**config.mk**
```make
export PLATFORM = sky130hd
export DESIGN_NAME = button_pulse_gen
export DESIGN_NICKNAME = d
export VERILOG_FILES = /design/src/rtl/button_pulse_gen.sv
export SDC_FILE = /design/constraint.sdc
export NUM_CORES = 1
export LEC_CHECK = 0
export ABC_CLOCK_PERIOD_IN_PS = 2800
export CORE_UTILIZATION = 64
export DETAILED_ROUTE_END_ITERATION = 8
export HOLD_SLACK_MARGIN = 0.08
export PLACE_DENSITY = 0.83
export SLEW_MARGIN = 10
export SYNTH_ARGS = -nofsm -noshare
export SYNTH_HDL_FRONTEND = slang
export SYNTH_SLANG_ARGS = --single-unit
export TNS_END_PERCENT = 20
```
**constraint.sdc**
```tcl
create_clock -name clk -period 2.8 [get_ports clk]
set_input_delay 0.28 -clock clk [delete_from_list [all_inputs] [get_ports clk]]
set_output_delay 0.28 -clock clk [all_outputs]
set_load 0.01 [all_outputs]
```
**src/rtl/button_pulse_gen.sv**
```systemverilog
// Push-button debouncer: two-flop synchronizer, stability FSM, one-cycle press strobe.
// Optional auto-repeat while held is enabled by defining BUTTON_PULSE_GEN_AUTO_REPEAT_EN.
module button_pulse_gen #(
    parameter int STABLE_CYCLES = 500000,
    parameter int REPEAT_CYCLES = 50000000
) (
    input  logic clk,
    input  logic reset,
    input  logic btn_in,
    output logic pulse,
    output logic btn_level
);

    localparam int CW = (STABLE_CYCLES > 2) ? $clog2(STABLE_CYCLES) : 1;
    localparam logic [CW-1:0] CNT_MAX = CW'(STABLE_CYCLES - 1);

    // Parameters below 2 would make the terminal count collide with the entry value.
    if (STABLE_CYCLES < 2 || REPEAT_CYCLES < 2) begin : g_bad_param
        $error("button_pulse_gen: STABLE_CYCLES and REPEAT_CYCLES must be >= 2");
    end

    typedef enum logic [1:0] {
        IDLE         = 2'd0,
        PRESS_WAIT   = 2'd1,
        HELD         = 2'd2,
        RELEASE_WAIT = 2'd3
    } state_t;

    logic          sync1_q;
    logic          sync2_q;
    state_t        state_q;
    logic [CW-1:0] cnt_q;
    logic          pulse_q;
    logic          level_q;

`ifdef BUTTON_PULSE_GEN_AUTO_REPEAT_EN
    localparam int RCW = (REPEAT_CYCLES > 2) ? $clog2(REPEAT_CYCLES) : 1;
    localparam logic [RCW-1:0] RCNT_MAX = RCW'(REPEAT_CYCLES - 1);
    logic [RCW-1:0] rcnt_q;
`endif

    always_ff @(posedge clk or posedge reset) begin
        if (reset) begin
            sync1_q <= 1'b0;
            sync2_q <= 1'b0;
            state_q <= IDLE;
            cnt_q   <= '0;
            pulse_q <= 1'b0;
            level_q <= 1'b0;
`ifdef BUTTON_PULSE_GEN_AUTO_REPEAT_EN
            rcnt_q  <= '0;
`endif
        end else begin
            sync1_q <= btn_in;
            sync2_q <= sync1_q;
            pulse_q <= 1'b0;
            case (state_q)
                IDLE: begin
                    if (sync2_q) begin
                        state_q <= PRESS_WAIT;
                        cnt_q   <= '0;
                    end
                end
                PRESS_WAIT: begin
                    if (!sync2_q) begin
                        state_q <= IDLE;
                        cnt_q   <= '0;
                    end else if (cnt_q == CNT_MAX) begin
                        state_q <= HELD;
                        cnt_q   <= '0;
                        pulse_q <= 1'b1;
                        level_q <= 1'b1;
`ifdef BUTTON_PULSE_GEN_AUTO_REPEAT_EN
                        rcnt_q  <= '0;
`endif
                    end else begin
                        cnt_q <= cnt_q + 1'b1;
                    end
                end
                HELD: begin
                    // A release sample wins over a coincident repeat terminal count.
                    if (!sync2_q) begin
                        state_q <= RELEASE_WAIT;
                        cnt_q   <= '0;
`ifdef BUTTON_PULSE_GEN_AUTO_REPEAT_EN
                        rcnt_q  <= '0;
                    end else if (rcnt_q == RCNT_MAX) begin
                        pulse_q <= 1'b1;
                        rcnt_q  <= '0;
                    end else begin
                        rcnt_q <= rcnt_q + 1'b1;
`endif
                    end
                end
                RELEASE_WAIT: begin
                    if (sync2_q) begin
                        state_q <= HELD;
                        cnt_q   <= '0;
`ifdef BUTTON_PULSE_GEN_AUTO_REPEAT_EN
                        rcnt_q  <= '0;
`endif
                    end else if (cnt_q == CNT_MAX) begin
                        state_q <= IDLE;
                        cnt_q   <= '0;
                        level_q <= 1'b0;
                    end else begin
                        cnt_q <= cnt_q + 1'b1;
                    end
                end
                default: begin
                    state_q <= IDLE;
                    cnt_q   <= '0;
                    level_q <= 1'b0;
                end
            endcase
        end
    end

    assign pulse     = pulse_q;
    assign btn_level = level_q;

endmodule

```
==> results.toml <==
[placement]
place_congestion = 0.917
pre_cts_ws_ns = 0.864
portBuffers = 4
dp_cells = 176
placed_cell_area_um2 = 1440
dp_hpwl_um = 2040

[route]
drtIter0Drc = 48
avgRoutedWirePerCell_um = 16.0
vias_per_cell = 6.49
dr_total_vias = 1168
drcViolationCount = 0
drt.antenna.violating_nets = 0
firstDrtPassIters = 4
wl_um = 2870

[global_route]
grt_max_degree = 26
grt_pass1_wl_um = 5090
first_global_vias = 1105
track_usage = 0.276
antenna_found_initial = 0
grt_overflow = 0

[floorplanning]
die_h_um = 48.6
die-area_um2 = 2360
num_rows = 16
start_util = 0.695
core-area_um2 = 2000
ios = 5
fp.dieW_um = 48.6

[sta]
fin_ws_ns = 0.814
slew_headroom = 0.378
rsz0062_at_grt = "no"
fin_crit_ns = 1.99
worstMarginPinSlew_ns = 0.932
fin_hold_ws_ns = 0.376
maxSlewViolCount = 0
tns_ns = 0
hold_viol_final = 0
setup_viol = 0
fmax_mhz = 504
fin_worst_skew_ns = 0.00174
period_share = 0.709

[yosys]
synth-edff-count = 0
synth_top_area_cell = "dfrtp_1"
synthTopCellsByArea = "dfrtp_1 (45%), nand3_1 (5.0%), a21oi_1 (3.2%)"
ys_ff_latch = 25
synth_top_cell_area_share = 0.450
syn_area_um2 = 1390
yosysWarnings = 0
avgSynthCellArea_um2 = 9.34
synth.distinct_cells = 47
syn_inst = 149
synthesis.nets = 153
synth-seq-area-share = 0.450
async_flop_share = 1.00
synth_top_flop_cell = "dfrtp_1"

[critical_path]
rrSetupSlack_ns = 0.81
worst_setup_path_start_kind = "flip-flop"
r2r_cells = 6
crit_required_ns = 3.02
cp.arrival_ns = 2.21
path_class = "reg -> reg"
critPathLaunch = "cnt_q[0]"
cp-end-kind = "flip-flop"
regToRegEndpoint = "cnt_q[10]"
rr_startpoint = "cnt_q[0]"
path_max_fanout = 14

[power_and_ir_drop]
clockPowerShare = 0.278
irDropWorstVdd_mv = 0.286
power_density_nw_per_um2 = 388
power_frac_comb = 0.071
p_total_mw = 0.570
p_leak_nw = 0.598
p_int_mw = 0.435
swShare = 0.237
seqPwrFrac = 0.651
switchingPower_mw = 0.135

[cts]
cts_buffers = 3
clk_pin_slew_ns = 0.12
clk_latency_ns = 0.32
cts.path.max_buffers = 2
cts_tree = "built"
post_cts_resized = 0
clockRootBuffer = "clkbuf_4"
postCtsHoldBufs = 0
cts_sinks = 25
cts_setup_buffers = 0
cts_max_level = 1

[finish]
syn2layout_area_growth_pct = 5.40
drive_gt1_frac = 0.0915
n_antenna_cell = 0
final_core_util = 0.733
fin_cells = 180
fin_nets = 158
fin_area_um2 = 1470
fill_cells = 161

[worst_hold_path]
worstHoldEndpoint = "sync2_q"
holdPathStages = 0
min_path_type = "reg -> reg"
worstHoldStart = "sync1_q"

[flow_run]
drv_cap = 0

[status]
outcome = "finished, final reports clean"
[metal layers]
metal,wire length [um],up-vias,GRT usage
met2,1390,43,0.444
met5,0,-,0
met4,46,0,0.103
met3,152,7,0.0409
li1,-,557,-
met1,1290,561,0.378
[power groups by stage]
stage	clock [mW]	sequential [mW]	combinational, mW
6_report	0.158	0.371	0.0407
5_1_grt	0.177	0.372	0.0469
4_1_cts	0.162	0.370	0.0409
3_5_place_dp	0	0.377	0.0407
3_3_place_gp	0	0.377	0.0392
2_1_floorplan	0	0.376	0.0300
[synth_stat cells (3+ instances only)]
cell type / instances
a21oi_1: 9
a22o_1: 3
dfrtp_1: 25
inv_1: 10
nand2_1: 10
nand3_1: 14
nand4_1: 5
nor2_1: 9
nor3_1: 5
nor4_1: 3
o21ai_0: 9
o21bai_1: 3
or3_1: 4
[layout make-up]
class	count	area, um2	share of cell area
Multi-Input combinational cell	109	696	0.474
Tap cell	27	33.8	0.0230
Timing Repair Buffer	5	47.5	0.0324
Inverter	10	37.5	0.0256
Sequential cell	25	626	0.427
Clock buffer	4	26.3	0.0179
[how the worst max path moves through the flow]
stage | to | slack [ns]
floorplan | cnt_q[16] | 1.08
global placement | cnt_q[10] | 0.93
detailed placement | cnt_q[10] | 0.86
CTS | cnt_q[10] | 0.85
global route | cnt_q[12] | 0.62
finish | cnt_q[10] | 0.81
[placed cells by master (no fill, tap or decap), types with 3 or more instances in the layout]
master            n
or3_1             4
a22o_1            3
dfrtp_1          25
nor3_1            5
clkdlybuf4s50_1   4
o21ai_0           9
nor2_1            9
clkbuf_4          3
nand3_1          14
a21oi_1           9
nor4_1            3
inv_1            10
o21bai_1          3
nand2_1          10
nand4_1           5
[kinds of logic after synthesis]
family	share of synthesized area
mux	0.0108
simple gates	0.291
compound gates	0.177
flops	0.450
fa+ha+maj	0.00899
buf+inv	0.0504
xor+xnor	0.0117
[critical path, stage by stage, from the launching register on]
cell	delay (ns)
dfrtp_1	0.41
ha_1	0.26
and4_1	0.24
nand4_1	0.14
o21ai_2	0.47
o21ai_1	0.14
a22o_1	0.24
[registers in the layout, summed over array words and instances, names as in the netlist, named ones only]
name	cells
cnt_q	19
btn_level	1
pulse	1
state_q	1
sync1_q	1
sync2_q	1
(Power assumes the default switching activity.)
